--- src/rtl/hazard_scoreboard.sv ---
// Hazard unit for an RV32I pipeline with branches resolved in ID: merges load-use,
// branch-operand, no-forwarding RAW, long-op scoreboard and post-reset hazards into one stall.
// Stall outputs are combinational (zero latency); scoreboard and counters update on i_clk.
module hazard_scoreboard #(
  parameter int REG_ADDR_W       = 5,
  parameter int FORWARDING       = 1,
  parameter int RST_STALL_CYCLES = 4,
  parameter int CNT_W            = 32
) (
  input  logic                     i_clk,
  input  logic                     i_rst_n,
  input  logic                     i_id_valid,
  input  logic [REG_ADDR_W-1:0]    i_id_rs1,
  input  logic [REG_ADDR_W-1:0]    i_id_rs2,
  input  logic                     i_id_uses_rs1,
  input  logic                     i_id_uses_rs2,
  input  logic [REG_ADDR_W-1:0]    i_id_rd,
  input  logic                     i_id_is_branch,
  input  logic                     i_id_is_long,
  input  logic [REG_ADDR_W-1:0]    i_ex_rd,
  input  logic                     i_ex_reg_write,
  input  logic                     i_ex_mem_read,
  input  logic [REG_ADDR_W-1:0]    i_mem_rd,
  input  logic                     i_mem_reg_write,
  input  logic                     i_mem_mem_read,
  input  logic                     i_long_done,
  input  logic [REG_ADDR_W-1:0]    i_long_done_rd,
  input  logic                     i_cnt_clr,
  output logic                     o_stall_pc,
  output logic                     o_stall_if_id,
  output logic                     o_bubble_id_ex,
  output logic                     o_rst_busy,
  output logic [2**REG_ADDR_W-1:0] o_pending,
  output logic [CNT_W-1:0]         o_stall_cycles
);

  localparam int          NREG     = 2**REG_ADDR_W;
  localparam logic [7:0]  RST_INIT = 8'(RST_STALL_CYCLES);
  localparam logic [CNT_W-1:0] CNT_MAX = {CNT_W{1'b1}};

  logic [7:0]       rst_cnt_q, rst_cnt_d;
  logic [NREG-1:0]  pending_q, pending_d;
  logic [CNT_W-1:0] cnt_q, cnt_d;

  logic ex_match, mem_match;
  logic load_use, br_ex, br_mem, raw_nf, sb_raw, sb_waw;
  logic stall, issue;

  // ID reads a register that an older in-flight instruction is about to write
  assign ex_match  = i_id_valid && i_ex_reg_write && (i_ex_rd != '0) &&
                     ((i_id_uses_rs1 && (i_ex_rd == i_id_rs1)) ||
                      (i_id_uses_rs2 && (i_ex_rd == i_id_rs2)));
  assign mem_match = i_id_valid && i_mem_reg_write && (i_mem_rd != '0) &&
                     ((i_id_uses_rs1 && (i_mem_rd == i_id_rs1)) ||
                      (i_id_uses_rs2 && (i_mem_rd == i_id_rs2)));

  // The branch comparator sits in ID, so an EX result is always too late for it,
  // and a MEM load result is too late as well; WB writes first-half so never stalls.
  assign load_use = ex_match && i_ex_mem_read;
  assign br_ex    = i_id_is_branch && ex_match;
  assign br_mem   = i_id_is_branch && mem_match && i_mem_mem_read;
  assign raw_nf   = (FORWARDING == 0) && (ex_match || mem_match);
  assign sb_raw   = i_id_valid && ((i_id_uses_rs1 && pending_q[i_id_rs1]) ||
                                   (i_id_uses_rs2 && pending_q[i_id_rs2]));
  assign sb_waw   = i_id_valid && i_id_is_long && pending_q[i_id_rd];

  assign o_rst_busy = (rst_cnt_q != 8'd0);
  assign stall      = o_rst_busy | load_use | br_ex | br_mem | raw_nf | sb_raw | sb_waw;
  assign issue      = i_id_valid && i_id_is_long && !stall && (i_id_rd != '0);

  assign o_stall_pc     = stall;
  assign o_stall_if_id  = stall;
  assign o_bubble_id_ex = stall;
  assign o_pending      = pending_q;
  assign o_stall_cycles = cnt_q;

  // Next state: reset window countdown, scoreboard set/clear, saturating stall counter
  always_comb begin
    rst_cnt_d = rst_cnt_q;
    pending_d = pending_q;
    cnt_d     = cnt_q;

    if (rst_cnt_q != 8'd0) begin
      rst_cnt_d = rst_cnt_q - 8'd1;
    end

    // Clear first so a same-index issue in the same cycle wins
    if (i_long_done) begin
      pending_d[i_long_done_rd] = 1'b0;
    end
    if (issue) begin
      pending_d[i_id_rd] = 1'b1;
    end
    pending_d[0] = 1'b0;

    if (i_cnt_clr) begin
      cnt_d = '0;
    end else if (stall && !o_rst_busy && (cnt_q != CNT_MAX)) begin
      cnt_d = cnt_q + 1'b1;
    end
  end

  // State registers with asynchronous reinitialisation
  always_ff @(posedge i_clk or negedge i_rst_n) begin
    if (!i_rst_n) begin
      rst_cnt_q <= RST_INIT;
      pending_q <= '0;
      cnt_q     <= '0;
    end else begin
      rst_cnt_q <= rst_cnt_d;
      pending_q <= pending_d;
      cnt_q     <= cnt_d;
    end
  end

endmodule

--- config.mk ---
export PLATFORM = sky130hd
export DESIGN_NAME = hazard_scoreboard
export DESIGN_NICKNAME = d
export VERILOG_FILES = /design/src/rtl/hazard_scoreboard.sv
export SDC_FILE = /design/constraint.sdc
export NUM_CORES = 1
export LEC_CHECK = 0
export CELL_PAD_IN_SITES_DETAIL_PLACEMENT = 1
export CELL_PAD_IN_SITES_GLOBAL_PLACEMENT = 1
export CORE_AREA = 2 2 130 132
export DETAILED_ROUTE_END_ITERATION = 8
export DIE_AREA = 0 0 132 134
export PLACE_DENSITY = 0.74
export SYNTH_ARGS = -nofsm -noshare
export SYNTH_HDL_FRONTEND = slang
export SYNTH_SLANG_ARGS = --single-unit
--- constraint.sdc ---
create_clock -name i_clk -period 7.7 [get_ports i_clk]
set_clock_uncertainty 0.05 [all_clocks]
set_input_delay 0.77 -clock i_clk [delete_from_list [all_inputs] [get_ports i_clk]]
set_output_delay 0.77 -clock i_clk [all_outputs]
set_load 0.005 [all_outputs]
==> out/results.txt, run 1 <==
outcome: finished, final reports clean
Bufs and invs on worst path: 4
IO Count: 111
share of layout cells above drive strength 1: 0.0822
synth unique cells: 59
top post-synthesis cells by area: dfrtp_1 (38%), mux4_2 (7.2%), o21ai_0 (3.6%), o21ai_1 (3.5%), a21oi_1 (3.4%)
Synth async-reset ratio: 1.00
layout filler cell count: 1868
row cnt: 47
reg-to-reg critical path startpoint: rst_cnt_q[0]
Final HPWL DP: 12.0 mm
Hold Fails Final Rpt: 0
largest family of logic cells by synthesized area: simple AND/OR/NAND/NOR gates
post-synthesis simple-gate area fraction: 0.206
final instance area: 6200 µm²
placed inst area: 5900 µm²
Ant. Diodes: 0
VDD IR max: 0.000109 V
mux contribution to synthesized area: 0.124
Clock Sinks: 71
clk buf depth: 2
Post-synth EDFFs: 0
Final min period: 5160 ps
r2r setup slk: 3850 ps
ys flop type: dfrtp_1
CTS tree: built
worst-skew pair later-pin latency: 340 ps
Vias: 4603
CP max FO: 48
delay-heaviest family, CP: buffers and inverters
CTS root buf: clkbuf_16
worst hold path class: flop to flop
first-pass GRT wire length: 26.5 mm
Crit path largest cell delay: 860 ps
Critical Path Start: i_id_rd[1]
Synth Instances: 497
Final Wtd Congestion: 0.848
min setup slack post-route: 2540 ps
crit path launch type: input pin
share of the synthesized area in the top cell type: 0.375
Die W: 132 µm
PwrDens: 183 nW/µm²
Yosys top cell by area: dfrtp_1
synthesis-stage register bit count: 71
Pre-antenna DRT Iters: 6
commonest cells in the netlist: dfrtp_1 (70), o21ai_0 (34), o21ai_1 (33), a21oi_1 (32), nor2_1 (25)
slowest cell on the critical path: clkdlybuf4s50_1
Synthesized Nets: 542
count leader, synth: dfrtp_1
Tcrit/Tclk final: 0.670
critical path depth: 10
critical path, cell by cell: clkdlybuf4s50_1, mux4_2, nand2b_1, a32o_1, o31ai_1, nand4_1, nor2_2, buf_4, inv_2, clkdlybuf4s50_1
cell area after synthesis: 4670 µm²
Die Ht: 134 µm
RSZ-0062 raised after global routing: no
Detail Route Antenna Nets: 0
DIE AREA: 17700 µm²
Worst R2R Path Depth: 11
final setup TNS: 0 ps
Worst EP arrival: 4340 ps
maxcap violations: 0
Crit Path Class: input pin to primary output
Most Frequent Cell on Critical Path: clkdlybuf4s50_1
post-synthesis compound-gate area fraction: 0.190
syn_area_per_cell: 9.39 µm²
Slew Viols, Final: 0
endpoints failing setup: 0
CP endpoint kind: primary output
Post-CTS Resized: 0
hold_buf cts: 0
Worst Setup EP: o_stall_if_id
area delta synth->final: 32.9%
Port-buffer cells: 109
vias in the first global route: 4747
final net count: 636
1st-iter DRT viols: 310
Slew HR: 0.377
DRC errors left: 0
Vias/cell: 5.64
register area share after synthesis: 0.381
GRT Total Usage: 0.189
post-synthesis adder-cell area fraction: 0.00536
CTS buffer count: 9
Post-Synth XOR/XNOR Area: 0.0450
Pleak: 0.00232 µW
antenna violations before repair: 0
Core ar.: 16300 µm²
final WL: 17.0 mm
WL per Instance: 20.8 µm
Fmax: 194 MHz
Critical Path RT: 6880 ps
H-Tree Depth: 3
YS warnings: 0
GRT Residual Overflow: 0
postcts setup bufs: 0
Post-Place Setup Slack: 2580 ps
Worst R2R End: o_pending[20]
Worst Tran Pin Value: 935 ps
largest net degree at the start of global routing: 72
Reg clk slew, reported paths: 50 ps
effective utilization at floorplan: 0.287
## how the worst min path moves through the flow
stage          depth (start not counted)       endpoint          from
2_1_floorplan                          0  o_pending[10]       i_rst_n
3_3_place_gp                           2   rst_cnt_q[1]  rst_cnt_q[1]
3_5_place_dp                           2   rst_cnt_q[1]  rst_cnt_q[1]
4_1_cts                                2   rst_cnt_q[1]  rst_cnt_q[1]
5_1_grt                                1   rst_cnt_q[0]  rst_cnt_q[0]
6_report                               2   rst_cnt_q[1]  rst_cnt_q[1]
## metal layers
metal	track usage	share of wire	up-vias
met5	0	0	-
met4	0.0622	0.016	0
met3	0.0351	0.054	24
met2	0.318	0.49	175
met1	0.246	0.44	2331
li1	-	-	2073
## cell type report
class,count,area (µm²),area share
Sequential cell,71,1780,0.287
Tap cell,220,275,0.0444
Clock inverter,5,56.3,0.00908
Multi-Input combinational cell,377,2660,0.429
Timing Repair Buffer,113,1120,0.180
Clock buffer,11,243,0.0391
Inverter,19,71.3,0.0115
## flip-flops by register name, summed over array words and instances (netlist names)
signal and count:
o_stall_cycles 32, o_pending 31, rst_cnt_q 8
## worst register-to-register path: cells and delay by family (launching register included)
family / cells / cell delay (ps)
fa+ha+maj: 1 / 220
flops: 1 / 410
buf+inv: 3 / 820
compound gates: 1 / 190
simple gates: 6 / 2090
## cells in the final DEF (no fill, tap or decap), types with 6 or more instances in the layout
cell	count
clkbuf_16	9
mux2_1	6
inv_1	17
xnor2_1	7
nand3_1	24
mux2i_1	16
dfrtp_1	70
a31o_1	8
xor2_1	17
nand4_1	16
a21oi_1	32
o31ai_1	21
nand3b_1	13
clkdlybuf4s50_1	108
o21ai_1	33
o21ai_0	34
mux4_2	15
nor2_1	25
or4_1	19
nand2_1	23
## logic make-up (layout without fill, tap and decap cells)
kind of cell,count (synthesis),count (layout)
compound gates,147,147
xor+xnor,24,24
fa+ha+maj,2,2
buf+inv,49,148
flops,71,71
mux,38,38
other cells,1,1
simple gates,165,165
## metrics by stage
step           hold WS, ps  total power [µW]  cells  utilization
2_1_floorplan          420               559    497            -
3_3_place_gp           440               702    800        0.362
3_5_place_dp           452               712    800        0.362
4_1_cts                462              1140    816        0.381
5_1_grt                508              1180    816        0.381
6_report               467              1130    816        0.381
## power by group
part           leakage [µW]  internal, µW  total [µW]  switching, µW
combinational       0.00121           136         248            112
sequential         0.000963           402         464           61.2
clock              0.000146           260         422            162
(Power assumes the default switching activity.)
==> run 2: changes to the inputs <==
==> constraint.sdc (replaced) <==
create_clock -name i_clk -period 5.4 [get_ports i_clk]
set_clock_uncertainty 0.05 [all_clocks]
set_input_delay 0.54 -clock i_clk [delete_from_list [all_inputs] [get_ports i_clk]]
set_output_delay 0.54 -clock i_clk [all_outputs]
set_load 0.005 [all_outputs]
==> run 2 against run 1 <==
  * Sequential cell count unchanged
  * Global-route usage up 0.32 points
  * Final cell count up 0.12%
  * Sequential power up 43%
  * Via count down 0.91%
  * Largest cell class unchanged
  * Critical path type unchanged
  * Die area unchanged
  * Highest routed layer unchanged
  * Non-clock buffer count up 1
  * Critical endpoint is now o_stall_pc
  * Design area up 0.16%
  * Wire length about the same
  * Total power up 43%
==> out/results.txt, run 2 (synthesis gave the netlist of run 1 again) <==
outcome: finished, final reports clean
Final Wtd Congestion: 0.925 (+9.0%)
CP endpoint kind: primary output
switching part of the total: 0.292 (-0.00363)
antenna violations before repair: 0 (unchanged)
postcts setup bufs: 0 (unchanged)
CTS buffer count: 9 (unchanged)
Reg clk slew, reported paths: 60 ps (about the same)
power share of the sequential group: 0.407 (-0.002)
Vias: 4561 (-0.91%)
Net Sw Power: 475 µW (+42%)
Worst EP arrival: 3650 ps (-690 ps)
slowest cell on the critical path: clkdlybuf4s50_1
Clock Sinks: 71 (unchanged)
Hold Fails Final Rpt: 0 (unchanged)
hold_buf cts: 0 (unchanged)
Logic pwr share: 0.217 (-0.002)
VDD IR max: 0.000160 V (+47%)
Slew HR: 0.372 (-0.00478)
vias in the first global route: 4854 (+2.3%)
Bufs and invs on worst path: 3 (-1)
first-pass GRT wire length: 27.2 mm (+3.0%)
CTS root buf: clkbuf_16
part of the power in the clock network: 0.376 (+0.004)
Most Frequent Cell on Critical Path: clkdlybuf4s50_1
largest net degree at the start of global routing: 72 (unchanged)
Ant. Diodes: 0 (unchanged)
GRT Total Usage: 0.192 (+0.00317)
layout filler cell count: 1860 (-0.43%)
CTS tree: built
WL per Instance: 20.7 µm (-0.20%)
Post-Place Setup Slack: 1160 ps (-1420 ps)
Crit path largest cell delay: 880 ps (+20 ps)
Multi-input gate area: 2660 µm² (about the same)
Die Ht: 134 µm (unchanged)
DRC errors left: 0 (unchanged)
final setup TNS: 0 ps (unchanged)
Final min period: 4240 ps
DIE AREA: 17700 µm² (unchanged)
Pleak: 0.00233 µW (+0.35%)
min setup slack post-route: 1160 ps (-1370 ps)
Final HPWL DP: 12.2 mm (+1.3%)
RSZ-0062 raised after global routing: no
IO Count: 111 (unchanged)
PwrDens: 262 nW/µm² (+43%)
most common cell after layout, fill and taps aside: clkdlybuf4s50_1
area delta synth->final: 33.1%
worst-skew pair later-pin latency: 340 ps (about the same)
worst hold path class: input pin to asynchronous set/reset pin
Pre-antenna DRT Iters: 4 (-2)
Core ar.: 16300 µm² (unchanged)
Detail Route Antenna Nets: 0 (unchanged)
Critical Path RT: 4810 ps (-2070 ps)
Fmax: 236 MHz
Vias/cell: 5.58 (-1.0%)
effective utilization at floorplan: 0.287 (unchanged)
Int Pwr: 1150 µW (+44%)
GRT Residual Overflow: 0 (unchanged)
maxcap violations: 0 (unchanged)
most frequent cells in the layout: clkdlybuf4s50_1 (108), dfrtp_1 (70), o21ai_0 (34)
Crit Path Class: input pin to primary output
delay-heaviest family, CP: buffers and inverters
critical path, cell by cell: clkdlybuf4s50_1, mux4_2, nand2b_1, a32o_1, o31ai_1, nand4_1, nor2_2, inv_2, clkdlybuf4s50_1
final WL: 16.9 mm (about the same)
endpoints failing setup: 0 (unchanged)
1st-iter DRT viols: 302 (-2.6%)
final net count: 637 (+0.16%)
Reg area: 1780 µm² (unchanged)
Slew Viols, Final: 0 (unchanged)
Tcrit/Tclk final: 0.784
crit path launch type: input pin
clk buf depth: 2 (unchanged)
max FFs per register: 32 (unchanged)
H-Tree Depth: 3 (unchanged)
CP max FO: 22 (-54%)
Die W: 132 µm (unchanged)
row cnt: 47 (unchanged)
Port-buffer cells: 109 (unchanged)
Post-CTS Resized: 0 (unchanged)
Worst Tran Pin Value: 942 ps (+7.17 ps)
share of layout cells above drive strength 1: 0.0804 (-0.00181)
run 2: changes by cell type in the layout (fill, tap and decap cells not counted):
cell	delta
a41o_1	+1
a41o_2	-1
buf_4	+1
clkbuf_1	+1
clkbuf_8	+1
clkinv_2	-1
inv_6	-1
run 2: final cells by class:
| type | count | area share |
|---|---|---|
| clock buffers | 13 | 0.0419 |
| clock inverters | 3 | 0.00685 |
| inverters | 19 | 0.0115 |
| multi-input cells | 377 | 0.429 |
| flip-flops and latches | 71 | 0.286 |
| well taps | 220 | 0.0443 |
| repair buffers | 114 | 0.181 |
run 2: per-layer routing:
metal | global-route usage | share of wire
met3 | 0.0329 | 0.059
met5 | 0 | 0
met1 | 0.259 | 0.43
met2 | 0.318 | 0.49
met4 | 0.0568 | 0.013
run 2: final timing paths:
kind,start,depth (start not counted),endpoint,slack (ps)
worst max-delay path,i_id_rd[1],9,o_stall_pc,1160
worst min-delay path,i_rst_n,2,o_stall_cycles[16],350
worst max register to register,o_stall_cycles[5],9,o_stall_cycles[3],1790
worst min register to register,rst_cnt_q[0],1,rst_cnt_q[0],470
max in group asynchronous,i_rst_n,2,o_stall_cycles[2],4310
min in group i_clk,rst_cnt_q[0],1,rst_cnt_q[0],470
run 2: power groups by stage:
stage / Sequential (µW) / Clock [µW] / Combinational (µW)
after global placement: 663 / 0 / 338
after CTS: 656 / 623 / 355
after detailed placement: 666 / 0 / 350
final: 662 / 611 / 352
after floorplan: 626 / 0 / 172
after global routing: 664 / 645 / 383
run 2: worst register-to-register path: stages (launching register included):
cell and delay (ps):
dfrtp_1 470, nand4_1 250, nor4_2 390, and4_1 390
nand3_1 130, nor2_1 410, a41o_1 600, buf_4 380
nor4b_1 110, mux2_1 330
run 2: metrics by stage:
stage	area (µm²)	hold WS, ps	total power, µW	cells	utilization
floorplan	4670	194	798	497	-
CTS	6210	415	1630	817	0.381
detailed placement	5910	468	1020	801	0.363
global placement	5910	438	1000	801	0.363
global route	6210	458	1690	817	0.381
finish	6210	353	1630	817	0.381
==> run 3: changes to the inputs <==
==> constraint.sdc (replaced) <==
create_clock -name i_clk -period 4.4 [get_ports i_clk]
set_clock_uncertainty 0.05 [all_clocks]
set_input_delay 0.44 -clock i_clk [delete_from_list [all_inputs] [get_ports i_clk]]
set_output_delay 0.44 -clock i_clk [all_outputs]
set_load 0.005 [all_outputs]
==> run 3 against run 2 <==
  * Sequential share of layout area decreased by 0.46 points
  * Register-to-register slack got worse by 850 ps
  * Worst setup slack got worse by 660 ps
  * Critical path depth unchanged
  * Non-clock buffer count increased by 6
==> out/results.txt, run 3 (synthesis gave the netlist of run 1 again) <==
Vias/cell: 5.64 (+1.1%)
Net Sw Power: 587 µW (+24%)
grt met1 use: 0.250 (-0.00832)
Post-CTS Resized: 0 (unchanged)
CP max FO: 22 (unchanged)
Hold Fails Final Rpt: 0 (unchanged)
most common cell after layout, fill and taps aside: clkdlybuf4s50_1
switching part of the total: 0.274 (-0.0178)
max FFs per register: 32 (unchanged)
share of layout cells above drive strength 1: 0.0914 (+0.0110)
met3 Resource Use GR: 0.0302 (-0.00265)
DRC errors left: 0 (unchanged)
PwrDens: 339 nW/µm² (+30%)
Crit path largest cell delay: 800 ps (-80 ps)
part of the power in the clock network: 0.417 (+0.041)
Most Frequent Cell on Critical Path: clkdlybuf4s50_1
IO Count: 111 (unchanged)
Core ar.: 16300 µm² (unchanged)
vias in the first global route: 4959 (+2.2%)
Detail Route Antenna Nets: 0 (unchanged)
area delta synth->final: 35.3%
Hold Worst Slack: 121 ps (-232 ps)
Port-buffer cells: 109 (unchanged)
power share of the sequential group: 0.379 (-0.028)
Worst EP arrival: 3400 ps (-250 ps)
final net count: 643 (+0.94%)
Int Pwr: 1550 µW (+35%)
crit path launch type: input pin
Die W: 132 µm (unchanged)
1st-iter DRT viols: 273 (-9.6%)
Critical Path RT: 3910 ps (-900 ps)
final setup TNS: 0 ps (unchanged)
critical path, cell by cell: clkdlybuf4s50_1, mux4_2, o22ai_1, o221ai_1, and4b_1, a41o_1, nor2_2, inv_2, clkdlybuf4s50_1
CTS buffer count: 9 (unchanged)
GR peak layer: met2
Slew HR: 0.477 (+0.105)
min setup slack post-route: 507 ps (-657 ps)
GRT Residual Overflow: 0 (unchanged)
Crit Path Class: input pin to primary output
first-pass GRT wire length: 27.6 mm (+1.1%)
final WL: 17.1 mm (+1.0%)
Final min period: 3890 ps
maxcap violations: 0 (unchanged)
worst hold path class: input pin to asynchronous set/reset pin
CP endpoint kind: primary output
slowest cell on the critical path: clkdlybuf4s50_1
Pre-antenna DRT Iters: 5 (+1)
VDD IR max: 0.000236 V (+48%)
Reg clk slew, reported paths: 60 ps (about the same)
H-Tree Depth: 3 (unchanged)
Logic pwr share: 0.204 (-0.013)
clk buf depth: 2 (unchanged)
Worst Tran Pin Value: 785 ps (-157 ps)
outcome: finished, final reports clean
Vias: 4639 (+1.7%)
Slew Viols, Final: 0 (unchanged)
Fmax: 257 MHz
CTS root buf: clkbuf_16
Post-Place Setup Slack: 449 ps (-712 ps)
RSZ-0062 raised after global routing: no
Tcrit/Tclk final: 0.885
worst-skew pair later-pin latency: 340 ps (about the same)
Pleak: 0.00239 µW (+2.5%)
hold_buf cts: 0 (unchanged)
Die Ht: 134 µm (unchanged)
row cnt: 47 (unchanged)
DIE AREA: 17700 µm² (unchanged)
Ant. Diodes: 0 (unchanged)
Clock Sinks: 71 (unchanged)
Final Wtd Congestion: 0.926 (+0.16%)
CTS tree: built
postcts setup bufs: 0 (unchanged)
endpoints failing setup: 0 (unchanged)
effective utilization at floorplan: 0.287 (unchanged)
GRT Total Usage: 0.195 (+0.00261)
most frequent cells in the layout: clkdlybuf4s50_1 (108), dfrtp_1 (70), o21ai_0 (34)
largest net degree at the start of global routing: 48 (-33%)
Final HPWL DP: 12.4 mm (+1.9%)
M2 GR Usage: 0.337 (+0.0188)
WL per Instance: 20.8 µm (+0.39%)
antenna violations before repair: 1 (+1)
run 3: final timing paths:
path	startpoint	to	slack, ps	depth (start not counted)
setup / recovery	i_id_rs1[0]	o_stall_pc	510	9
hold reg to reg	rst_cnt_q[0]	rst_cnt_q[0]	480	1
min in group i_clk	rst_cnt_q[0]	rst_cnt_q[0]	480	1
setup reg to reg	o_stall_cycles[5]	o_stall_cycles[18]	940	9
hold / removal	i_rst_n	o_stall_cycles[17]	120	1
max in group asynchronous	i_rst_n	o_pending[18]	3160	2
run 3: metal layers:
metal  part of all wire  wire length, µm
met3              0.056              962
met4              0.018              311
met1               0.43             7330
met2               0.50             8490
met5            0.00099               17
run 3: power by group through the flow:
stage | Sequential [µW] | Combinational, µW | Clock [µW]
global placement | 812 | 420 | 0
CTS | 807 | 439 | 906
global route | 816 | 473 | 933
floorplan | 769 | 211 | 0
finish | 811 | 437 | 891
detailed placement | 818 | 433 | 0
run 3: final cells by class:
class | instances | area [µm²]
repair buffers | 120 | 1170
flip-flops and latches | 71 | 1780
fillers | 1866 | 9970
inverters | 19 | 71.3
well taps | 220 | 275
clock buffers | 9 | 225
multi-input cells | 377 | 2660
clock inverters | 6 | 134
run 3: worst max-delay path, delay by kind of cell:
kind,cells,cell delay [ps]
and+or+nand+nor,2,350
AOI/OAI and AO/OA,3,510
buffers and inverters,3,1500
muxes,1,570
run 3: through the flow:
step,power [µW],util,area [µm²],std cells
6_report,2140,0.388,6310,822
3_3_place_gp,1230,0.366,5960,807
4_1_cts,2150,0.388,6310,822
2_1_floorplan,979,-,4670,497
3_5_place_dp,1250,0.366,5960,807
5_1_grt,2220,0.388,6310,822
